===== src/rtl/mesh_ni.sv =====
// ---------------------------------------------------------------------------
// mesh_ni
// Network interface between a processing core and the local port (port 0)
// of its mesh router.
//
// TX side: a core request (tx_valid/tx_ready) is packed into one PL-bit flit
// {valid, dest_x, dest_y, [src_x, src_y], payload} (index 0 = valid bit)
// and held on to_router until the router local queue reports
// to_router_avail at a clock edge. One packet per cycle is sustained when the
// router keeps taking them.
//
// RX side: valid flits arriving on from_router are written into an
// RX_DEPTH-entry circular FIFO. The core drains the head with
// rx_valid/rx_ready. A valid flit that arrives while the FIFO is full and
// nothing is popped is dropped and sets the sticky rx_overflow flag.
//
// Ports:
//   clk, rst_n            clock, asynchronous active-low reset
//   router_x, router_y    this node's coordinates
//   tx_valid/tx_ready     core transmit handshake
//   tx_dest_x/y           destination coordinates
//   tx_payload            transmit payload (PW bits)
//   to_router             flit into the router local input
//   to_router_avail       router local queue can take a flit
//   from_router           flit from the router local output
//   from_router_avail     FIFO has room
//   rx_valid/rx_ready     core receive handshake on the FIFO head
//   rx_payload            head payload
//   rx_src_x/y            head source coordinates (0 without source tagging)
//   rx_overflow           sticky drop indicator
//
// Configuration macro: NI_SRC_TAG_EN -- when defined the header carries the
// source coordinates (filled from router_x/router_y) and PW shrinks by
// 2*`CS. `PL (flit width) and `CS (coordinate width) default to 16 and 2
// when not supplied by the surrounding build.
// ---------------------------------------------------------------------------
`ifndef CS
`define CS 2
`endif
`ifndef PL
`define PL 16
`endif

module mesh_ni #(
  parameter int RX_DEPTH = 4,
`ifdef NI_SRC_TAG_EN
  parameter int PW = `PL - 1 - 4 * `CS
`else
  parameter int PW = `PL - 1 - 2 * `CS
`endif
) (
  input  logic            clk,
  input  logic            rst_n,
  input  logic [`CS-1:0]  router_x,
  input  logic [`CS-1:0]  router_y,
  input  logic            tx_valid,
  output logic            tx_ready,
  input  logic [`CS-1:0]  tx_dest_x,
  input  logic [`CS-1:0]  tx_dest_y,
  input  logic [PW-1:0]   tx_payload,
  output logic [0:`PL-1]  to_router,
  input  logic            to_router_avail,
  input  logic [0:`PL-1]  from_router,
  output logic            from_router_avail,
  output logic            rx_valid,
  input  logic            rx_ready,
  output logic [PW-1:0]   rx_payload,
  output logic [`CS-1:0]  rx_src_x,
  output logic [`CS-1:0]  rx_src_y,
  output logic            rx_overflow
);

  localparam int CS = `CS;
  localparam int PL = `PL;
  localparam int AW = $clog2(RX_DEPTH);
  // Stored FIFO word: everything after the destination fields.
`ifdef NI_SRC_TAG_EN
  localparam int SW = PW + 2 * CS;
`else
  localparam int SW = PW;
`endif

  // -------------------------------------------------------------------------
  // TX stage 0: flit assembly from the core request
  // -------------------------------------------------------------------------
  typedef enum logic {TX_IDLE, TX_SEND} tx_state_t;

  tx_state_t     tx_state;
  logic [0:PL-1] pkt_p0;
  logic [0:PL-1] pkt_p1;

  always_comb begin
`ifdef NI_SRC_TAG_EN
    pkt_p0 = {1'b1, tx_dest_x, tx_dest_y, router_x, router_y, tx_payload};
`else
    pkt_p0 = {1'b1, tx_dest_x, tx_dest_y, tx_payload};
`endif
  end

  // While holding a flit, a new one may only load on the edge the router
  // takes the current one.
  assign tx_ready = (tx_state == TX_IDLE) | to_router_avail;

  // -------------------------------------------------------------------------
  // TX stage 1: held flit driving the router local input
  // -------------------------------------------------------------------------
  // The held flit is cleared whenever the FSM is idle so to_router shows an
  // idle (all-zero) flit straight out of a register.
  always_ff @(posedge clk or negedge rst_n) begin
    if (!rst_n) begin
      tx_state <= TX_IDLE;
      pkt_p1   <= '0;
    end else begin
      unique case (tx_state)
        TX_IDLE: begin
          if (tx_valid) begin
            pkt_p1   <= pkt_p0;
            tx_state <= TX_SEND;
          end
        end
        TX_SEND: begin
          if (to_router_avail) begin
            if (tx_valid) begin
              pkt_p1 <= pkt_p0;
            end else begin
              pkt_p1   <= '0;
              tx_state <= TX_IDLE;
            end
          end
        end
        default: tx_state <= TX_IDLE;
      endcase
    end
  end

  assign to_router = pkt_p1;

  // -------------------------------------------------------------------------
  // RX: receive FIFO
  // -------------------------------------------------------------------------
  logic [SW-1:0] rx_mem [RX_DEPTH];
  logic [AW-1:0] wr_ptr;
  logic [AW-1:0] rd_ptr;
  logic [AW:0]   rx_count;
  logic          in_vld;
  logic          rx_full;
  logic          rx_push;
  logic          rx_pop;
  logic [SW-1:0] head;

  assign in_vld            = from_router[0];
  // count never exceeds RX_DEPTH (a power of two), so its MSB marks full.
  assign rx_full           = rx_count[AW];
  assign from_router_avail = ~rx_full;
  assign rx_valid          = |rx_count;
  assign rx_pop            = rx_valid & rx_ready;
  // When full, a same-cycle pop frees the slot being written: wr_ptr equals
  // rd_ptr then, and the head is read before the edge overwrites it.
  assign rx_push           = in_vld & (~rx_full | rx_pop);

  always_ff @(posedge clk or negedge rst_n) begin
    if (!rst_n) begin
      wr_ptr      <= '0;
      rd_ptr      <= '0;
      rx_count    <= '0;
      rx_overflow <= 1'b0;
    end else begin
      if (rx_push) wr_ptr <= wr_ptr + AW'(1);
      if (rx_pop)  rd_ptr <= rd_ptr + AW'(1);
      unique case ({rx_push, rx_pop})
        2'b10:   rx_count <= rx_count + (AW+1)'(1);
        2'b01:   rx_count <= rx_count - (AW+1)'(1);
        default: rx_count <= rx_count;
      endcase
      if (in_vld & rx_full & ~rx_pop) rx_overflow <= 1'b1;
    end
  end

  // Storage carries no reset; occupancy is tracked by the pointers/count.
  always_ff @(posedge clk) begin
    if (rx_push) rx_mem[wr_ptr] <= from_router[PL-SW:PL-1];
  end

  assign head       = rx_mem[rd_ptr];
  assign rx_payload = head[PW-1:0];

`ifdef NI_SRC_TAG_EN
  assign rx_src_y = head[PW +: CS];
  assign rx_src_x = head[PW+CS +: CS];
`else
  assign rx_src_x = '0;
  assign rx_src_y = '0;
  logic unused_router;
  assign unused_router = ^{router_x, router_y};
`endif

  // Destination fields are consumed by the router, not by the core.
  logic unused_dest;
  assign unused_dest = ^from_router[1:2*CS];

endmodule


===== config.mk =====
export PLATFORM = sky130hd
export DESIGN_NAME = mesh_ni
export DESIGN_NICKNAME = d
export VERILOG_FILES = /design/src/rtl/mesh_ni.sv
export SDC_FILE = /design/constraint.sdc
export NUM_CORES = 1
export LEC_CHECK = 0
export ABC_AREA = 0
export CORE_ASPECT_RATIO = 2
export CORE_MARGIN = 3
export CORE_UTILIZATION = 35
export CTS_CLUSTER_SIZE = 24
export DETAILED_ROUTE_END_ITERATION = 6
export GPL_TIMING_DRIVEN = 0
export PLACE_DENSITY = 0.7
export SYNTH_ARGS = -nofsm -noshare
export SYNTH_HDL_FRONTEND = slang
export SYNTH_SLANG_ARGS = --single-unit

===== constraint.sdc =====
create_clock -name clk -period 2.15 [get_ports clk]
set_input_delay 0.43 -clock clk [delete_from_list [all_inputs] [get_ports clk]]
set_output_delay 0.43 -clock clk [all_outputs]
set_load 0.02 [all_outputs]

==> reports/qor.txt, run 1 <==
Worst VDD drop - 0.683 mV
Leakage power summed over all cells - 1.51 nW
Crit path time final - 2.10 ns
IO Count - 75
Total standard cell area after synthesis - 2750 um^2
Fraction of final layout cells sized beyond drive strength 1 - 23.6%
Fin util - 49.9%
Number of routed nets with antenna violations - 0
Number of DRC markers after the initial detailed-route iteration - 59
Clock root buffer - sky130_fd_sc_hd__clkbuf_16
Number of rows in the core area - 45
Crit-path max FO - 5
Detailed-routing iteration count for the pre-antenna-repair pass - 4
Residual overflow from global routing - 0
Die Y-Extent - 131 um
Area inside the core boundary - 7600 um^2
Setup repair after global routing missed its margin - false
Number of antenna violations at the first check in global routing - 0
Sw Share - 27.7%
Number of global-route vias before repair - 1578
Effective utilization at floorplan - 36.2%
Worst reg2reg setup slack - 0.31 ns
Wire length per cell - 14.7 um
Yosys top cell by area - sky130_fd_sc_hd__edfxtp_1
Area enclosed by the die boundary - 9030 um^2
Pin slew with the least headroom to its limit - 1.13 ns
Fillcell total - 676
Drt via density - 4.65
Net switching power of the design - 1.27 mW
Launching instance or port of the critical path - to_router_avail
Path category of the worst min-delay check - reg -> reg
Logic gate share of total power - 29.8%
Kind of end point of the critical path - output port
Sink Count - 69
HPWL after detailed placement - 3.45 mm
Number of nets at the end of the flow - 270
Critical Path Sink - tx_ready
Area delta synth->final - 38.0%
Diodes inserted - 0
Number of endpoints with negative hold slack in the final report - 0
Final Routed Wirelength - 4.73 mm
Clock-pin slew on the worst setup and hold paths - 0.05 ns
Max-slew headroom at the worst pin - 24.4%
Highest achievable clock rate - 477 MHz
Die outline width - 68.7 um
Total number of H-tree levels - 3
First-pass GRT wire length - 7.65 mm
Register area share after synthesis - 70.8%
Count of buffers from port buffering - 62
Power per unit of standard cell area - 1200 nW/um^2
Power share of the clock group - 31.0%
Average instance area after synthesis - 18.7 um^2
Number of warnings printed during yosys synthesis - 0
Hold slack final - 0.477 ns
Final Skew - 0.00241 ns
Reg2Reg Capture Point - rx_count[2]
Number of DRC violations after detailed routing - 0
Area share of the leading cell type in the synthesized netlist - 48.0%
Register bit total from synthesis - 69
Sequential Power Share - 39.3%
Largest cells by area after synthesis - sky130_fd_sc_hd__edfxtp_1 (48%), sky130_fd_sc_hd__dfrtp_1 (23%), sky130_fd_sc_hd__mux4_1 (6.7%), sky130_fd_sc_hd__a22o_2 (4.7%), sky130_fd_sc_hd__mux4_2 (3.3%)
Hold bufs inserted after CTS - 0
Launching element type of the critical path - input pin
Routability cong. - 0.734
Clock tree from TritonCTS - yes
P_int - 3.30 mW
Worst Path Arrival - 1.67 ns
Final cycle utilization of the critical path - 97.6%
Startpoint of the worst-slack reg-to-reg timing path - rx_count[2]
Clock Tree Buf Depth - 2
Reported max-cap violation count - 0
Global routing usage summed across all routing layers - 11.9%
Max Slew Vio Count - 0
Number of distinct library cells after synthesis - 30
Routed via count - 1502
Classification of the worst setup path - in -> out
Worst EP required - 1.72 ns
Clock latency of the later-clocked register in the worst-skew pair - 0.32 ns
Clock buffer count from CTS - 9
Depth of the worst register-to-register path - 9
Mapped Cells - 147
Largest net degree at the start of global routing - 26
Result of the run - finished clean
Total of endpoints with negative setup slack in the final report - 0
[area by class of cell]
cell class | count | area [um^2] | area share (%)
clock inverters | 2 | 33.8 | 0.890
plain buffers | 9 | 87.6 | 2.31
flip-flops and latches | 69 | 1950 | 51.3
well taps | 94 | 118 | 3.10
clock buffers | 14 | 264 | 6.95
multi-input cells | 64 | 722 | 19.0
inverters | 8 | 30.0 | 0.791
repair buffers | 63 | 593 | 15.6
[cells in the final DEF (no fill, tap or decap), types with 2 or more instances in the layout]
master	n
sky130_fd_sc_hd__a22o_1	2
sky130_fd_sc_hd__a22o_2	13
sky130_fd_sc_hd__and2_4	2
sky130_fd_sc_hd__and3_1	4
sky130_fd_sc_hd__buf_2	6
sky130_fd_sc_hd__buf_4	7
sky130_fd_sc_hd__buf_6	2
sky130_fd_sc_hd__clkbuf_1	3
sky130_fd_sc_hd__clkbuf_16	9
sky130_fd_sc_hd__clkbuf_8	2
sky130_fd_sc_hd__clkdlybuf4s15_2	2
sky130_fd_sc_hd__clkdlybuf4s50_1	51
sky130_fd_sc_hd__conb_1	4
sky130_fd_sc_hd__dfrtp_1	24
sky130_fd_sc_hd__dlygate4sd2_1	2
sky130_fd_sc_hd__edfxtp_1	44
sky130_fd_sc_hd__ha_1	4
sky130_fd_sc_hd__inv_1	8
sky130_fd_sc_hd__mux4_1	7
sky130_fd_sc_hd__mux4_2	4
sky130_fd_sc_hd__nand2_1	2
sky130_fd_sc_hd__nand2b_4	2
sky130_fd_sc_hd__nand3_1	2
sky130_fd_sc_hd__nor2_1	3
sky130_fd_sc_hd__xnor2_1	4
sky130_fd_sc_hd__xor2_1	2
[synth_stat cells]
cell / number
sky130_fd_sc_hd__and2_1: 1
sky130_fd_sc_hd__and3_1: 4
sky130_fd_sc_hd__nand2b_1: 1
sky130_fd_sc_hd__mux4_1: 7
sky130_fd_sc_hd__nand2_1: 2
sky130_fd_sc_hd__fa_1: 1
sky130_fd_sc_hd__dfrtp_1: 25
sky130_fd_sc_hd__o21ai_0: 1
sky130_fd_sc_hd__a21oi_1: 1
sky130_fd_sc_hd__buf_4: 5
sky130_fd_sc_hd__nand3_1: 2
sky130_fd_sc_hd__xor2_1: 2
sky130_fd_sc_hd__a22o_2: 13
sky130_fd_sc_hd__nand2b_4: 1
sky130_fd_sc_hd__conb_1: 1
sky130_fd_sc_hd__and2_4: 1
sky130_fd_sc_hd__mux4_2: 4
sky130_fd_sc_hd__nor2_1: 3
sky130_fd_sc_hd__mux2i_1: 1
sky130_fd_sc_hd__o21bai_1: 1
sky130_fd_sc_hd__or2b_1: 1
sky130_fd_sc_hd__edfxtp_1: 44
sky130_fd_sc_hd__inv_1: 8
sky130_fd_sc_hd__ha_1: 5
sky130_fd_sc_hd__a22o_1: 2
sky130_fd_sc_hd__xnor2_1: 4
sky130_fd_sc_hd__o31a_1: 1
sky130_fd_sc_hd__buf_6: 3
sky130_fd_sc_hd__o21ai_1: 1
sky130_fd_sc_hd__buf_2: 1
[power by group through the flow]
stage / clock network (mW) / logic, mW / registers, mW
floorplan: 0 / 0.859 / 1.82
global placement: 0 / 1.43 / 1.80
detailed placement: 0 / 1.45 / 1.81
CTS: 1.46 / 1.41 / 1.80
global route: 1.52 / 1.48 / 1.82
finish: 1.42 / 1.36 / 1.80
[timing repair]
item / 4_1_cts / 5_1_grt
endpoints found under the setup margin: 12 / 3
gates resized for setup: 39 / 4
pin swaps: 1 / 1
cloned: 0 / 0
endpoints found under the hold margin: 0 / 0
setup buffers: 1 / 0
[flip-flops by register name, summed over array words and instances (netlist names)]
register	flops
rx_overflow	1
rd_ptr	2
wr_ptr	2
to_router	16
rx_mem	44
tx_state	1
rx_count	3
[critical path, cell delays in order]
cell                              delay (ns)
sky130_fd_sc_hd__clkdlybuf4s50_1        0.49
sky130_fd_sc_hd__nand2b_4               0.15
sky130_fd_sc_hd__clkdlybuf4s50_1        0.60
[kinds of logic (layout without fill, tap and decap cells)]
family	after synthesis	count (layout)	share of synthesized area, %
DFF	69	69	70.8
AOI/OAI and AO/OA	20	20	6.50
buffers and inverters	17	96	3.87
and+or+nand+nor	16	16	3.50
muxes	12	12	10.3
adders and majority gates	6	6	3.00
xor gates and xnor gates	6	6	1.91
other	1	4	0.136
[worst min path at each step]
stage	start	to	depth (start not counted)
6_report	rx_overflow	rx_overflow	1
5_1_grt	to_router[9]	to_router[9]	1
4_1_cts	rx_overflow	rx_overflow	1
3_5_place_dp	rx_overflow	rx_overflow	1
3_3_place_gp	rx_overflow	rx_overflow	1
2_1_floorplan	rst_n	rd_ptr[0]	0
[per-layer routing]
layer  global-route usage [%]  wire length [um]  part of all wire (%)
met1                     11.5              1640                    35
met4                     6.19                87                   1.8
met2                     20.1              2620                    55
met3                     5.65               385                   8.1
met5                        0                 0                     0
[per-stage QoR]
step,cells,TNS [ns],area (um^2),setup WS [ns],total power [mW]
detailed placement,306,-0.972,3500,-0.378,3.26
global route,323,0,3800,0.000369,4.82
CTS,323,0,3800,0.00585,4.67
global placement,306,-0.783,3500,-0.318,3.23
finish,323,0,3800,0.0522,4.57
floorplan,150,0,2760,0.270,2.67
(Power assumes the default switching activity.)
==> run 2: changes to the inputs <==
--- a/config.mk
+++ b/config.mk
@@ -9,6 +9,7 @@
 export CORE_ASPECT_RATIO = 2
 export CORE_MARGIN = 3
 export CORE_UTILIZATION = 35
+export CTS_CLUSTER_DIAMETER = 50
 export CTS_CLUSTER_SIZE = 24
 export DETAILED_ROUTE_END_ITERATION = 6
 export GPL_TIMING_DRIVEN = 0
==> results of run 2 <==
Final layout, timing and power as in run 1 (identical DEF).
==> run 3: changes to the inputs <==
--- a/config.mk
+++ b/config.mk
@@ -6,6 +6,7 @@
 export NUM_CORES = 1
 export LEC_CHECK = 0
 export ABC_AREA = 0
+export CAP_MARGIN = 5
 export CORE_ASPECT_RATIO = 2
 export CORE_MARGIN = 3
 export CORE_UTILIZATION = 35
@@ -14,6 +15,7 @@
 export DETAILED_ROUTE_END_ITERATION = 6
 export GPL_TIMING_DRIVEN = 0
 export PLACE_DENSITY = 0.7
+export RECOVER_POWER = 25
 export SYNTH_ARGS = -nofsm -noshare
 export SYNTH_HDL_FRONTEND = slang
 export SYNTH_SLANG_ARGS = --single-unit
==> run 3 against run 2 <==
Net effect:
- first-iteration DRC count decreased by 8.5%
- non-clock buffer count up 1
- setup slack about the same
- total power increased by 0.12%
- die area stayed put
- utilization rose by 0.40 points
- final cell count is 0.31% higher
- flip-flop and latch count unchanged
- sequential power barely moved
- sequential share of layout area decreased by 0.40 points
- critical path depth stayed put
- largest cell class unchanged
- highest routed layer unchanged
==> reports/qor.txt, run 3 (synthesis gave the netlist of run 1 again) <==
Register with the most flip-flops - rx_mem
Highest achievable clock rate - 477 MHz (about the same)
Clock buffer count from CTS - 9 (unchanged)
Crit path time final - 2.10 ns (-0.0000495 ns)
Final Routed Wirelength - 4.73 mm (about the same)
Number of antenna violations at the first check in global routing - 0 (unchanged)
Clock tree from TritonCTS - yes
Global routing usage summed across all routing layers - 11.9% (unchanged)
Layout Cell Area excl Fill - 3830 um^2 (+0.79%)
Crit-path max FO - 5 (unchanged)
Final cycle utilization of the critical path - 97.6% (about the same)
Routed via count - 1512 (+0.67%)
Sink Count - 69 (unchanged)
IO Count - 75 (unchanged)
Worst setup slack after placement - -0.378 ns (unchanged)
Result of the run - finished clean
Bufs and invs on worst path - 2 (unchanged)
Die Y-Extent - 131 um (unchanged)
Area inside the core boundary - 7600 um^2 (unchanged)
Number of endpoints with negative hold slack in the final report - 0 (unchanged)
Total of endpoints with negative setup slack in the final report - 0 (unchanged)
Final Skew - 0.00311 ns (+0.000703 ns)
Leading cell types in the layout, fill and taps excluded - sky130_fd_sc_hd__edfxtp_1 (44), sky130_fd_sc_hd__clkdlybuf4s50_1 (41), sky130_fd_sc_hd__dfrtp_1 (24)
Power per unit of standard cell area - 1200 nW/um^2 (-0.66%)
Number of global-route vias before repair - 1578 (unchanged)
Effective utilization at floorplan - 36.2% (unchanged)
Worst Path Arrival - 1.67 ns (about the same)
Fillcell total - 672 (-0.59%)
Total Power - 4.58 mW (+0.12%)
Setup Total Neg Slack - 0 ns (unchanged)
Routability cong. - 0.734 (unchanged)
Path category of the worst min-delay check - reg -> reg
Clock Tree Buf Depth - 2 (unchanged)
Clock latency of the later-clocked register in the worst-skew pair - 0.32 ns (about the same)
Crit-path slowest cell - sky130_fd_sc_hd__clkdlybuf4s50_1
Count of buffers from port buffering - 62 (unchanged)
Area delta synth->final - 39.1%
Max-slew headroom at the worst pin - 59.9% (+35 points)
Post-DP Area - 3500 um^2 (unchanged)
Launching element type of the critical path - input pin
Wire length per cell - 14.6 um (-0.37%)
Kind of end point of the critical path - output port
Final worst-path setup slack - 0.0522 ns (+0.0000495 ns)
Area enclosed by the die boundary - 9030 um^2 (unchanged)
Pin slew with the least headroom to its limit - 0.602 ns (-0.529 ns)
Clock-pin slew on the worst setup and hold paths - 0.05 ns (about the same)
Number of nets at the end of the flow - 271 (+0.37%)
Diodes inserted - 0 (unchanged)
Largest net degree at the start of global routing - 26 (unchanged)
Detailed-routing iteration count for the pre-antenna-repair pass - 4 (unchanged)
HPWL after detailed placement - 3.45 mm (unchanged)
Residual overflow from global routing - 0 (unchanged)
Leading cell type in the layout, fill and taps excluded - sky130_fd_sc_hd__edfxtp_1
Drt via density - 4.67 (+0.36%)
Total number of H-tree levels - 3 (unchanged)
Die outline width - 68.7 um (unchanged)
Crit-path leading delay family - buffers and inverters
First-pass GRT wire length - 7.65 mm (unchanged)
Number of routed nets with antenna violations - 0 (unchanged)
Hold bufs inserted after CTS - 0 (unchanged)
Leakage power summed over all cells - 1.52 nW (+0.97%)
Number of DRC violations after detailed routing - 0 (unchanged)
Maximum cell stage delay along the critical path - 0.60 ns (about the same)
Worst VDD drop - 0.683 mV (about the same)
Fraction of final layout cells sized beyond drive strength 1 - 24.3% (+0.77 points)
Clock root buffer - sky130_fd_sc_hd__clkbuf_16
Critical path, cell by cell - clkdlybuf4s50_1 > nand2b_4 > clkdlybuf4s50_1
Number of rows in the core area - 45 (unchanged)
Crit-path most repeated cell - sky130_fd_sc_hd__clkdlybuf4s50_1
Setup repair after global routing missed its margin - false
Max Slew Vio Count - 0 (unchanged)
Number of DRC markers after the initial detailed-route iteration - 54 (-8.5%)
Largest register FFs - 44 (unchanged)
Classification of the worst setup path - in -> out
Reported max-cap violation count - 0 (unchanged)
Hold slack final - 0.482 ns (+0.00514 ns)
Worst EP required - 1.72 ns (about the same)
==> run 3: path summary, 6_finish.rpt <==
check / from / endpoint / slack (ns) / depth (start not counted)
min in group asynchronous: rst_n / rd_ptr[1] / 0.50 / 1
max reg2reg: rx_count[2] / rx_count[2] / 0.36 / 9
min: rx_overflow / rx_overflow / 0.48 / 1
max in group asynchronous: rst_n / to_router[6] / 1.22 / 2
max: to_router_avail / tx_ready / 0.05 / 3
min reg2reg: rx_overflow / rx_overflow / 0.48 / 1
==> run 3: cell type report <==
class / instances / area (um^2) / area share, %
sequential: 69 / 1950 / 50.9
multi-input combinational: 64 / 724 / 18.9
inverter: 8 / 30.0 / 0.785
timing repair buffer: 64 / 621 / 16.2
tap: 94 / 118 / 3.07
buffer: 9 / 87.6 / 2.29
clock buffer: 14 / 264 / 6.90
clock inverter: 2 / 33.8 / 0.883
==> run 3: what timing repair did <==
action                                  in CTS  in global routing
buffers inserted                             1                  0
endpoints found under the setup margin      12                  3
gates resized for setup                     39                  5
pin swaps                                    1                  1
endpoints found under the hold margin        0                  0
gates cloned                                 0                  0
==> run 3: worst register-to-register path: cells and delay by family (launching register included) <==
family	cells	cell delay, ns
xor+xnor	2	0.28
fa+ha+maj	2	0.51
buf+inv	2	0.11
flops	1	0.42
simple gates	3	0.40
==> run 3: power breakdown <==
part / internal (mW) / leakage [nW] / total [mW] / switching (mW)
clock network: 0.956 / 0.145 / 1.42 / 0.460
logic: 0.674 / 0.674 / 1.37 / 0.693
registers: 1.68 / 0.706 / 1.80 / 0.118
==> run 3: per-layer routing <==
| metal | vias to the layer above | global-route usage (%) | routed length, um |
|---|---|---|---|
| met5 | - | 0 | 0 |
| met3 | 7 | 5.65 | 380 |
| li1 | 718 | - | - |
| met4 | 0 | 6.19 | 87 |
| met1 | 732 | 11.5 | 1630 |
| met2 | 55 | 20.1 | 2640 |
==> run 3: stage by stage <==
stage	instances	utilization, %
after floorplan	150	-
after global placement	306	46.1
after detailed placement	306	46.1
after CTS	323	50.0
after global routing	324	50.3
final	324	50.3
